==> src/rtl/pla_misr.sv <==
// Galois MISR compacting one serial bit per enabled cycle into a WIDTH-bit signature.
module pla_misr #(
  parameter int               WIDTH = 16,
  parameter logic [WIDTH-1:0] POLY  = 16'h8016
) (
  input  logic             clk,
  input  logic             rst,
  input  logic             en,
  input  logic             clr,
  input  logic             din,
  output logic [WIDTH-1:0] sig
);

  logic [WIDTH-1:0] sig_next;

  always_comb begin
    sig_next = (sig << 1) ^ (sig[WIDTH-1] ? POLY : '0) ^ {{(WIDTH-1){1'b0}}, din};
  end

  always_ff @(posedge clk) begin
    if (rst || clr) begin
      sig <= '0;
    end else if (en) begin
      sig <= sig_next;
    end
  end

endmodule

==> config.mk <==
export PLATFORM = sky130hd
export DESIGN_NAME = pla_misr
export DESIGN_NICKNAME = d
export VERILOG_FILES = /design/src/rtl/pla_misr.sv
export SDC_FILE = /design/constraint.sdc
export NUM_CORES = 1
export LEC_CHECK = 0
export CAP_MARGIN = 20
export CORE_MARGIN = 3
export CORE_UTILIZATION = 40
export CTS_BUF_LIST = sky130_fd_sc_hd__clkbuf_16
export DETAILED_ROUTE_END_ITERATION = 10
export GPL_TIMING_DRIVEN = 0
export PLACE_DENSITY = 0.71
export SETUP_SLACK_MARGIN = 0.1
export SYNTH_ARGS = -nofsm -noshare
export SYNTH_HDL_FRONTEND = slang
export SYNTH_SLANG_ARGS = --single-unit
==> constraint.sdc <==
create_clock -name clk -period 0.8 [get_ports clk]
set_input_delay 0.08 -clock clk [delete_from_list [all_inputs] [get_ports clk]]
set_output_delay 0.08 -clock clk [all_outputs]
set_load 0.02 [all_outputs]
==> results.txt, run 1 <==
----------------------------------------------------
[Clock tree]
  # clock sinks ... 16
  Count of hold-fix buffers inserted at cts ... 0
  Clock Latency Late Sink ... around 240 ps
  Num CTS Buffers ... 3
  Library cell used as clock root buffer ... clkbuf_16
  Maximum root-to-sink buffer count ... 2
  Clock transition at path regs ... about 50 ps
  Maximum level of the CTS H-tree ... 1
  TritonCTS clock tree ... yes

[Power and ir drop]
  Largest vdd supply drop ... approximately 2.0 mV
  Combinational share of power ... a little under a tenth
  Sequential share of power ... 41.3%
  Net Sw Frac ... 19.9%
  Design internal power ... approximately 0.0016 W
  Clk network pwr share ... approximately half
  Sw Pwr ... between 0.0003 and 0.0004 W
  Power per cell area ... roughly 1500 nW/µm²
  Leakage power summed over all cells ... between 0.5 and 0.6 nW

[Timing]
  Worst setup skew after layout ... around 2.8 ps
  TNS Setup ... -929 ps
  Worst Tran Pin Value ... ~310 ps
  Hold Fails Final Rpt ... 0
  Period utilization ... 111%
  Maximum clock frequency ... around 1100 MHz
  Worst path setup slack after routing ... -84.8 ps
  Final slew viol count ... 0
  Time the worst path needs with I/O delays and setup ... ~900 ps
  Relative slew margins ... 79.6%
  Setup violations, final ... 20
  RSZ-0062 raised after global routing ... yes

[Floorplan]
  Cell row count ... 14
  Die Footprint ... around 2300 µm²
  Core Area ... around 1600 µm²
  Die Span Y ... 47.7 µm
  Initial standard-cell utilization of the core ... between 40% and 50%
  Ports placed on the boundary ... 21
  Horizontal die dimension ... around 48 µm

[Global routing]
  Total GRT Usage ... about 20%
  Vias in the first global route ... about 610
  Pin count of the biggest net entering global routing ... 11
  Overflow left after global routing ... 0
  Wire length of the first global-routing pass ... ~3000 µm
  Antenna violations before repair ... 0

[Setup path]
  Worst path slowest cell ... dfxtp_2
  Delay of the slowest critical-path stage ... 330 ps
  FF-to-FF Start ... sig[15]
  Critical path startpoint category ... flip-flop
  Required time of the critical path ... around 720 ps
  Critical path depth in cells ... 2
  Worst path most repeated cell ... buf_6
  Largest delay contributor family on the critical path ... flip-flops
  Worst flop-to-flop path endpoint ... sig[15]
  Worst-case reg-to-reg path depth ... 2
  Number of buffers and inverters on the critical path ... 2
  Ordered cell list for the critical path ... buf_6 -> buf_6
  Critical Setup Path Class ... reg2out
  Peak fanout along the critical path ... 3
  Flop2flop setup slack ... -10 ps
  Arrival time at the worst endpoint ... roughly 800 ps
  CP Capture Type ... output pin

[Finish]
  Ratio of cells with drive above 1 in the final layout ... 75.7%
  Filler Cells Inserted ... 87
  Reg area ... 350 µm²
  Multi-input gate area in the final layout ... 319 µm²
  Final standard cell utilization of the core ... between 80% and 90%
  Largest register by flop count ... sig
  Area Growth Syn to Fin ... 89.7%
  Antenna cell count ... 0
  NumNets Final ... 113
  Largest registers ... sig (16)
  Largest register FFs ... 16

[Hold path]
  Worst Hold End ... sig[1]
  Hold WC Path Type ... in2reg
  Worst hold path depth ... 2
  Startpoint of the worst hold path ... en

[Detailed routing]
  Detailed-route wire length per cell ... approximately 15 µm
  Detailed-route DRC error count ... 0
  Total via count in the routed design ... between 500 and 600
  Via-to-Cell Ratio ... 4.85
  Number of routed nets with antenna violations ... 0
  Total wire length after detailed routing ... approximately 1800 µm
  Count of TritonRoute iterations in the first routing pass ... 4
  Violation count after the first detailed-route iteration ... 3

[Place]
  Final weighted congestion in routability-driven placement ... between 0.6 and 0.7
  Number of port buffers ... 19
  Dpl hpwl ... 836 µm
  Setup slack at placement ... -366 ps

[Synth]
  Count of state elements after synthesis ... 16
  Syn Area/Cell ... ~10 µm²
  Number of warnings printed during yosys synthesis ... 0
  Post-synthesis instance total ... slightly below 70
  Synth unique cells ... 13
  Seq/Total Area, Yosys ... 46.1%
  Netlist area before placement ... a little under 700 µm²
  Syn nets ... 73

[Job]
  Max-cap check violation count ... 0

[Outcome]
  Violations in the final reports ... negative setup slack
  Status ... finished, violations left

----------------------------------------------------
## layout make-up
class / count / area share (%)
clock buffer: 3 / 5.70
tap: 16 / 1.52
clock inverter: 1 / 0.285
buffer: 15 / 12.2
timing repair buffer: 35 / 29.5
sequential: 16 / 26.6
multi-input combinational: 37 / 24.2
## stage by stage
step	hold WS [ps]	instances	instance area [µm²]	power [W]
6_report	255	123	1320	0.00195
5_1_grt	265	123	1320	0.00202
4_1_cts	225	122	1250	0.00196
3_5_place_dp	471	103	912	0.000946
3_3_place_gp	469	103	912	0.000945
2_1_floorplan	227	68	702	0.000905
## cells in the mapped netlist
master	count	area [µm²]
dfxtp_1	16	320
nor2_1	13	48.8
mux2i_1	12	120
buf_4	11	82.6
a211oi_1	3	22.5
xnor2_1	3	26.3
buf_2	2	10.0
buf_6	2	22.5
nor2_2	2	12.5
a21bo_2	1	10.0
a21oi_1	1	5.00
nand3b_1	1	7.51
or2_1	1	6.26
## cell families (layout without fill, tap and decap cells)
kind of cell,Yosys count,after routing,synth area share (%)
AND/OR/NAND/NOR,17,17,10.8
XOR/XNOR,3,3,3.78
buffers and inverters,15,54,16.6
flip-flops,16,16,46.1
multiplexers,12,12,17.3
AO/OA/AOI/OAI,5,5,5.40
## how the worst max path moves through the flow
stage          startpoint       to  slack, ps
2_1_floorplan     sig[15]  sig[15]         20
4_1_cts           sig[10]  sig[10]        -70
6_report          sig[10]  sig[10]        -80
5_1_grt           sig[10]  sig[10]       -110
3_5_place_dp          clr   sig[3]       -370
3_3_place_gp          clr   sig[3]       -330
## what timing repair did
item | CTS | global route
resized for setup | 141 | 14
gates cloned | 1 | 0
pin swaps | 9 | 9
setup endpoints to repair | 32 | 32
setup buffers | 14 | 1
## power by group through the flow
stage	Combinational, W	Sequential [W]	Clock (W)
final	0.000186	0.000805	0.000960
after global routing	0.000197	0.000804	0.00102
after CTS	0.000172	0.000809	0.000976
after detailed placement	0.000121	0.000826	0
after global placement	0.000120	0.000825	0
after floorplan	0.0000758	0.000829	0
## placed cells by master (no fill, tap or decap), types with 2 or more instances in the layout
cell,n
a211oi_2,2
buf_2,4
buf_4,2
buf_6,41
clkbuf_16,3
dfxtp_2,12
dfxtp_4,4
mux2i_1,9
mux2i_2,2
nor2_1,11
nor2_2,4
xnor2_2,2
## layer usage
metal | global-route usage [%] | share of wire, %
met5 | 0 | 0
met4 | 10.2 | 3.2
met3 | 7.14 | 4.4
met2 | 31.0 | 51
met1 | 22.8 | 41
(Power assumes the default switching activity.)
==> run 2: changes to the inputs <==
--- a/config.mk
+++ b/config.mk
@@ -12,6 +12,7 @@
 export DETAILED_ROUTE_END_ITERATION = 10
 export GPL_TIMING_DRIVEN = 0
 export PLACE_DENSITY = 0.71
+export RECOVER_POWER = 25
 export SETUP_SLACK_MARGIN = 0.1
 export SYNTH_ARGS = -nofsm -noshare
 export SYNTH_HDL_FRONTEND = slang
==> results of run 2 <==
The final DEF is identical to that of run 1; final timing and power are the same.
==> run 3: changes to the inputs <==
--- a/config.mk
+++ b/config.mk
@@ -17,3 +17,4 @@
 export SYNTH_ARGS = -nofsm -noshare
 export SYNTH_HDL_FRONTEND = slang
 export SYNTH_SLANG_ARGS = --single-unit
+export TNS_END_PERCENT = 100
==> results of run 3 <==
The final DEF is identical to that of run 1; final timing and power are the same.
